===== config.mk =====
export PLATFORM = sky130hd
export DESIGN_NAME = uart_tx
export DESIGN_NICKNAME = d
export VERILOG_FILES = /design/src/rtl/uart_tx.sv
export SDC_FILE = /design/constraint.sdc
export NUM_CORES = 1
export LEC_CHECK = 0
export ABC_CLOCK_PERIOD_IN_PS = 9100
export BUFFER_PORTS_ARGS = -buffer_cell sky130_fd_sc_hd__buf_2
export CAP_MARGIN = 25
export CORE_UTILIZATION = 65
export CTS_BUF_LIST = sky130_fd_sc_hd__clkbuf_4
export CTS_CLUSTER_DIAMETER = 80
export CTS_CLUSTER_SIZE = 14
export DETAILED_ROUTE_END_ITERATION = 8
export GPL_ROUTABILITY_DRIVEN = 1
export PLACE_DENSITY = 0.89
export REMOVE_ABC_BUFFERS = 1
export SETUP_SLACK_MARGIN = 0.5
export SLEW_MARGIN = 5
export SYNTH_ARGS = -nofsm -noshare
export SYNTH_HDL_FRONTEND = slang
export SYNTH_SLANG_ARGS = --single-unit

===== constraint.sdc =====
create_clock -name clk -period 9.1 [get_ports clk]
set_input_delay 0 -clock clk [delete_from_list [all_inputs] [get_ports clk]]
set_output_delay 0 -clock clk [all_outputs]
set_load 0.1 [all_outputs]

===== src/rtl/uart_tx.sv =====
// uart_tx: byte FIFO feeding an 8N1 serialiser.
// Line output is registered and follows the FSM's next state.
module uart_tx #(
   parameter int CLKS_PER_BIT = 868,
   parameter int FIFO_DEPTH   = 16,
   parameter int FIFO_AW      = 4
) (
   input  logic               clk,
   input  logic               rst,
   input  logic [7:0]         tx_data,
   input  logic               tx_valid,
   output logic               tx_ready,
   output logic               UART_tx,
   output logic               busy,
   output logic [FIFO_AW:0]   fifo_count
);

   localparam int TW = $clog2(CLKS_PER_BIT);
   localparam logic [TW-1:0] TMAX = TW'(CLKS_PER_BIT - 1);
   localparam logic [FIFO_AW:0] FULL_CNT = (FIFO_AW+1)'(FIFO_DEPTH);

   typedef enum logic [1:0] {
      IDLE,
      START,
      DATA,
      STOP
   } state_e;

   state_e             state_q, state_d;
   logic [TW-1:0]      timer_q, timer_d;
   logic [2:0]         idx_q, idx_d;
   logic [7:0]         shift_q, shift_d;
   logic               tx_q, tx_d;
   logic [FIFO_AW-1:0] wr_ptr_q, wr_ptr_d;
   logic [FIFO_AW-1:0] rd_ptr_q, rd_ptr_d;
   logic [FIFO_AW:0]   count_q, count_d;
   logic [7:0]         mem [FIFO_DEPTH];

   logic full, empty, push, pop, bit_done;

   assign full     = (count_q == FULL_CNT);
   assign empty    = (count_q == '0);
   assign push     = tx_valid && !full;
   assign bit_done = (timer_q == TMAX);

   assign tx_ready   = !full;
   assign UART_tx    = tx_q;
   assign busy       = (state_q != IDLE) || !empty;
   assign fifo_count = count_q;

   // FSM state, bit timer, shifter and FIFO bookkeeping registers
   always_ff @(posedge clk or posedge rst) begin
      if (rst) begin
         state_q  <= IDLE;
         timer_q  <= '0;
         idx_q    <= '0;
         shift_q  <= '0;
         tx_q     <= 1'b1;
         wr_ptr_q <= '0;
         rd_ptr_q <= '0;
         count_q  <= '0;
      end else begin
         state_q  <= state_d;
         timer_q  <= timer_d;
         idx_q    <= idx_d;
         shift_q  <= shift_d;
         tx_q     <= tx_d;
         wr_ptr_q <= wr_ptr_d;
         rd_ptr_q <= rd_ptr_d;
         count_q  <= count_d;
      end
   end

   // FIFO storage; contents are abandoned on reset via the pointers
   always_ff @(posedge clk) begin
      if (push) begin
         mem[wr_ptr_q] <= tx_data;
      end
   end

   // Next state and pop decision
   always_comb begin
      state_d = state_q;
      pop     = 1'b0;
      unique case (state_q)
         IDLE: begin
            if (!empty) begin
               pop     = 1'b1;
               state_d = START;
            end
         end
         START: begin
            if (bit_done) begin
               state_d = DATA;
            end
         end
         DATA: begin
            if (bit_done && (idx_q == 3'd7)) begin
               state_d = STOP;
            end
         end
         STOP: begin
            if (bit_done) begin
               if (!empty) begin
                  pop     = 1'b1;
                  state_d = START;
               end else begin
                  state_d = IDLE;
               end
            end
         end
         default: state_d = IDLE;
      endcase
   end

   // Bit timer, bit index and shift register update
   always_comb begin
      timer_d = bit_done ? '0 : timer_q + 1'b1;
      if ((state_d != state_q) || (state_q == IDLE)) begin
         timer_d = '0;
      end
      idx_d   = idx_q;
      shift_d = shift_q;
      if (pop) begin
         shift_d = mem[rd_ptr_q];
      end else if ((state_q == DATA) && bit_done) begin
         shift_d = shift_q >> 1;
         idx_d   = idx_q + 3'd1;
      end
      if ((state_d == DATA) && (state_q != DATA)) begin
         idx_d = '0;
      end
   end

   // FIFO pointers and occupancy count
   always_comb begin
      wr_ptr_d = push ? wr_ptr_q + 1'b1 : wr_ptr_q;
      rd_ptr_d = pop ? rd_ptr_q + 1'b1 : rd_ptr_q;
      count_d  = count_q;
      unique case ({push, pop})
         2'b10:   count_d = count_q + 1'b1;
         2'b01:   count_d = count_q - 1'b1;
         default: count_d = count_q;
      endcase
   end

   // Line level for the upcoming cycle, taken from the next state
   always_comb begin
      tx_d = 1'b1;
      unique case (state_d)
         START:   tx_d = 1'b0;
         DATA:    tx_d = shift_d[0];
         default: tx_d = 1'b1;
      endcase
   end

endmodule


== Yosys cells after proc, flatten, opt, wreduce, memory -nomap -nowiden ==
Memory sizes are Yosys's and may differ from the RTL's.
Cells that the tools add are included.

* Memories kept: 1
* Output and inout bits: 8
* Logic and storage cells: 64
* Latch bits: 0
* Memory bits (read-only): 0
* Bits in registers: 37
* RAM bits: 128

{| class="wikitable"
|+ Memory list
! name !! depth !! width !! rd ports !! clocked after Yosys merged registers in !! wr ports !! RTL line !! RTL
|-
| mem || 16 || 8 || 1 || 0 || 1 || 37 || <nowiki>logic [7:0] mem [FIFO_DEPTH];</nowiki>
|}

* Add/sub/neg operators: 6
* Div/mod/pow operators: 0
* Equality and inequality tests: 13
* Shift-type cells: 0
* Multipliers: 0
* Muxes and demuxes: 20
* Reductions and logical operators: 15
* Magnitude comparators: 0
* Bitwise operators: 0

{| class="wikitable"
|+ Operator list
! operator !! count
|-
| 10-bit 2-to-1 mux || 2
|-
| 8-bit 2-to-1 mux || 2
|-
| 10-bit by 1-bit adder with 10-bit output, second input constant || 1
|-
| 10-bit equality test, second input constant || 1
|-
| 5-bit case mux with 2 select lines || 1
|-
| 3-bit 2-to-1 mux || 3
|-
| 4-bit by 1-bit adder with 4-bit output, second input constant || 2
|-
| 2-bit equality test, second input constant || 4
|-
| 2-bit 2-to-1 mux || 4
|-
| 2-bit case mux with 4 select lines || 1
|-
| 2-bit nonzero test || 4
|-
| 2-bit by 1-bit equality test with 1-bit output, second input constant || 3
|-
| 5-bit by 1-bit adder with 5-bit output, second input constant || 1
|-
| 5-bit equality test, second input constant || 1
|-
| 5-bit zero test || 1
|-
| 1-bit 2-to-1 mux || 5
|-
| 5-bit by 1-bit subtractor with 5-bit output, second input constant || 1
|-
| 1-bit logical AND || 4
|-
| 1-bit case mux with 2 select lines || 2
|-
| 3-bit by 1-bit adder with 3-bit output, second input constant || 1
|-
| 3-bit equality test, second input constant || 1
|-
| 1-bit zero test || 2
|-
| 2-bit zero test || 1
|-
| 1-bit logical OR || 2
|-
| other kinds (4) || 4
|}

== Depth between registers and ports, before layout ==
* Depth in word-level cells: 8
* Gate-level depth with buffers: 17
* Mapped depth without buffers: 13

== Worst setup path after synthesis ==
OpenSTA, ideal clock, no wires.

* Path type: register -> register
* Start: register count_q[2] (netlist: fifo_count[2])
* End: register count_q[3] (netlist: fifo_count[3])
* Path buffers: 5
* Slack: 5.301 ns
* Stages on the path, launching flop included: 15
* Data arrival time: 3.638 ns
* Data required time: 8.939 ns
* Library setup time: 0.161 ns
* Path through: dfrtp_1 -> clkbuf_1 -> or4_4 -> o21bai_1 -> or2_2 -> buf_2 -> inv_1 -> buf_2 -> buf_2 -> ha_1 -> clkbuf_1 -> or4b_2 -> a21oi_1 -> a311oi_1 -> xnor2_1

* Cells in the longest elaborated chain, start to end: 6
* Elaborated cells on any way between the ends: 13

{| class="wikitable"
|+ RTL lines
! item !! RTL line !! RTL
|-
| from (decl) || 36 || <nowiki>logic [FIFO_AW:0] count_q, count_d;</nowiki>
|-
| from (signal assigned) || 70 || <nowiki>count_q <= count_d;</nowiki>
|-
| 5-bit zero test (*) || 42 || <nowiki>assign empty = (count_q == '0);</nowiki>
|-
| 1-bit 2-to-1 mux (*) || 87, 104 ||
|-
| 1-bit 2-to-1 mux || 103 || <nowiki>if (bit_done) begin</nowiki>
|-
| 1-bit case mux with 2 select lines (*) || 85 || <nowiki>unique case (state_q)</nowiki>
|-
| named net pop || 39 || <nowiki>logic full, empty, push, pop, bit_done;</nowiki>
|-
| 2-bit by 1-bit equality test with 1-bit output or 2-bit equality test (tied branches) || 140 || <nowiki>unique case ({push, pop})</nowiki>
|-
| 5-bit case mux with 2 select lines or 2-bit nonzero test (tied branches) || - ||
|}

The timed path passes the listed nets; every way through them passes the cells marked *.
A chain may end at the register's enable or synchronous reset.

== Final worst setup path ==
* Start: register timer_q[0]
* End: register count_q[3] (netlist: fifo_count[3])

* Cells in the longest elaborated chain, start to end: 5
* Elaborated cells on any way between the ends: 7

{| class="wikitable"
|+ RTL lines
! item !! RTL line !! RTL
|-
| from (decl) || 30 || <nowiki>logic [TW-1:0] timer_q, timer_d;</nowiki>
|-
| from (signal assigned) || 64 || <nowiki>timer_q <= timer_d;</nowiki>
|-
| 10-bit equality test (*) || 44 || <nowiki>assign bit_done = (timer_q == TMAX);</nowiki>
|-
| 1-bit 2-to-1 mux (*) || 103 ||
|-
| 1-bit case mux with 2 select lines (*) || 85 ||
|-
| 2-bit by 1-bit equality test with 1-bit output or 2-bit equality test (tied branches) || 140 ||
|-
| 5-bit case mux with 2 select lines or 2-bit nonzero test (tied branches) || - ||
|}

Every way passes the cells marked *; elsewhere a longest branch is shown, timed or not.

==> metrics.md <==
| Metric | Value |
|---|---|
| Status | complete, no violations |
| Die Y-Extent | 106 µm |
| Combinational share of power | 34.9% |
| # H-tree levels | 4 |
| Maximum clock frequency | 0.280 GHz |
| CP max stage delay | 620 ps |
| Skew final | 15.6 ps |
| Synthesized instance count | 412 |
| Layout cells sized above 1 | 23.8% |
| Slew Limit Headroom | 55.8% |
| Slew Limit Fails | 0 |
| Largest net degree at the start of global routing | 38 |
| Root Driver | clkbuf_4 |
| Top-area cell type share of the netlist area | 54.4% |
| Vias in the first global route | 3758 |
| Chip width | 106 µm |
| Synth top area cells | edfxtp_1 (54%), dfrtp_1 (13%), mux4_2 (13%), ha_1 (2.7%), xnor2_1 (1.7%) |
| Via count | 3637 |
| Largest family of logic cells by synthesized area | multiplexers |
| Sequential share of power | 46.9% |
| # clock sinks | 165 |
| CTS buffer count | 17 |
| Area grow syn2layout | 7.63% |
| Fin area | 0.00761 mm² |
| YS warnings | 0 |
| Post-Syn Area | 0.00707 mm² |
| Later-pin clock latency in the skew report | 540 ps |
| CTS Buffer Depth | 2 |
| Synth Area in Compound Gates | 3.36% |
| CP startpoint kind | register |
| Async set or reset register ratio after synthesis | 22.4% |
| Period Utilization, post-route | 39.2% |
| Clock power share | 18.2% |
| Simple-gate area share of the yosys netlist | 7.34% |
| Final core occ | 73.1% |
| Cell Chain, Critical Path | ha_1 -> nor4b_4 -> a41oi_1 -> or2_2 -> inv_1 -> ha_1 -> or4b_2 -> a21oi_1 -> a311oi_1 -> xnor2_1 |
| EDFF count, synth | 128 |
| Initial antenna violation count | 0 |
| Bufs and invs on worst path | 1 |
| Critical path startpoint | timer_q[0] |
| Register area share after synthesis | 67.5% |
| DPL Wire Length | 8.67 mm |
| Kind of critical path | reg2reg |
| Critical Path Sink Type | register |
| Vias per cell | 6.17 |
| Int Power | 1390 µW |
| Type of the worst min-delay path | in2async |
| Mux share of post-synthesis cell area | 14.3% |
| Crit-path most repeated cell | ha_1 |
| Clock transition at the registers of the reported paths | 130 ps |
| Peak supply drop | 0.000227 V |
| Final Hold Viols | 0 |
| Post-Synth Adder-Cell Area | 2.65% |
| Distinct cells, synth | 51 |
| First-pass GRT wire length | 20.1 mm |
| Row count | 37 |
| Most common flop cell mapped by yosys | edfxtp_1 |
| Worst slew pin tran | 662 ps |
| PortBufs | 18 |
| Total negative slack | 0 ps |
| Antenna-violating nets left | 0 |
| WL final | 12.4 mm |
| Hold slack final | 95.1 ps |
| Max-cap violations | 0 |
| Syn Area/Cell | 17.2 µm² |
| CTS tree | built |
| RSZ-0062 raised after global routing | false |
| Delay-heaviest family, CP | simple AND/OR/NAND/NOR gates |
| DR iter-0 viols | 259 |
| RR Startpoint | timer_q[0] |
| WL per Instance | 21.1 µm |
| Power per cell area | 286 mW/mm² |
| Initial Util | 67.9% |
| Switching Fraction | 36.0% |
| GPL Wtd Cong | 0.878 |
| First-pass detailed-route iteration total | 5 |
| Most frequent cell after synthesis | edfxtp_1 |
| Fin nets | 466 |
| PostCTS Resize Cnt | 0 |
| # diodes | 0 |
| Xor and xnor area share after synthesis | 2.60% |
| GRT Util Overall | 24.8% |
| Setup violations, final | 0 |
| #FFs+latches synth | 165 |
| Worst EP required | 9530 ps |
| DP Area | 0.00725 mm² |
| Core Region | 0.0104 mm² |
| IO Pins | 19 |
| CP max stage cell | or4b_2 |
| Total power | 2180 µW |
| DRC | 0 |
| Critical Path AT | 4000 ps |
| Post-synth top cells | edfxtp_1 (128), mux4_2 (40), dfrtp_1 (36) |
| Final Critical Period | 3570 ps |
| Total gr overflow | 0 |
| Synth area leader | edfxtp_1 |
| Die Footprint | 0.0113 mm² |
| Sw power | 783 µW |
| Leak | 0.00272 µW |
| CP max FO | 21 |
==> cell type report <==
class | instances | area, µm²
clock buffer | 18 | 135
clock inverter | 14 | 126
fill | 636 | 2810
inverter | 12 | 45.0
multi-input combinational | 212 | 2140
sequential | 165 | 4770
tap | 136 | 170
timing repair buffer | 32 | 220
==> registers in the layout (all words and copies together), names as in the netlist <==
register	flops
state_q	2
idx_q	3
timer_q	10
fifo_count	5
shift_q	8
rd_ptr_q	4
wr_ptr_q	4
mem	128
UART_tx	1
==> power groups by stage <==
stage | Clock (µW) | Combinational, µW | Sequential (µW)
final | 396 | 761 | 1020
after global routing | 428 | 825 | 1040
after CTS | 401 | 769 | 1020
after detailed placement | 0 | 764 | 1040
after global placement | 0 | 733 | 1020
after floorplan | 0 | 449 | 1160
==> kinds of logic after synthesis <==
group           after synthesis
buf+inv                      35
flops                       165
xor+xnor                     21
compound gates               37
fa+ha+maj                    15
simple gates                 88
mux                          51
==> worst min-delay path, cell delays in order <==
cell,delay (ps)
dlygate4sd3_1,530
buf_2,120
inv_1,40
buf_4,410
==> final timing paths <==
check,end,slack [ps],cells past startpoint
setup / recovery,fifo_count[3],5530,10
hold / removal,timer_q[8],100,4
setup reg to reg,fifo_count[3],5530,10
hold reg to reg,timer_q[0],540,1
max in group asynchronous,rd_ptr_q[0],8630,4
min in group clk,mem[5][1],370,2
==> stage by stage <==
step	instances	setup WS, ps
5_1_grt	589	5220
2_1_floorplan	389	5480
6_report	589	5530
4_1_cts	589	5520
3_3_place_gp	547	5730
3_5_place_dp	547	5540
==> per-layer routing <==
layer	routed length, µm	vias up	GRT usage, %
met3	657	7	5.82
met2	6620	109	41.7
met4	89	0	7.64
li1	-	1655	-
met5	0	-	0
met1	5080	1866	32.4
==> layout by cell type, fill, tap and decap left out, types with 2 or more instances in the layout <==
cell and instances:
dfrtp_1 35, nand3_1 7, clkinv_2 4, nor3_1 2, nor2_1 13, xnor2_1 14, mux2i_1 9, mux2_2 2
a21o_1 3, o41ai_1 2, clkbuf_4 18, and2_1 12, clkinvlp_4 2, buf_4 4, buf_2 18, mux4_2 40
nor3_2 6, a21oi_1 8, inv_6 3, and4_1 5, xor2_1 7, o21ai_0 11, dlygate4sd3_1 10, nand2_1 23
edfxtp_1 128, inv_1 12, and3_1 2, inv_8 2, nand4_1 4, nor2b_1 4, a221oi_1 2, ha_1 15
==> what timing repair did <==
item                      4_1_cts  5_1_grt
hold endpoints to repair      168        0
hold buffers                   10        0
setup buffers                   0        0
Note: power is estimated with default switching activity, not from simulation.
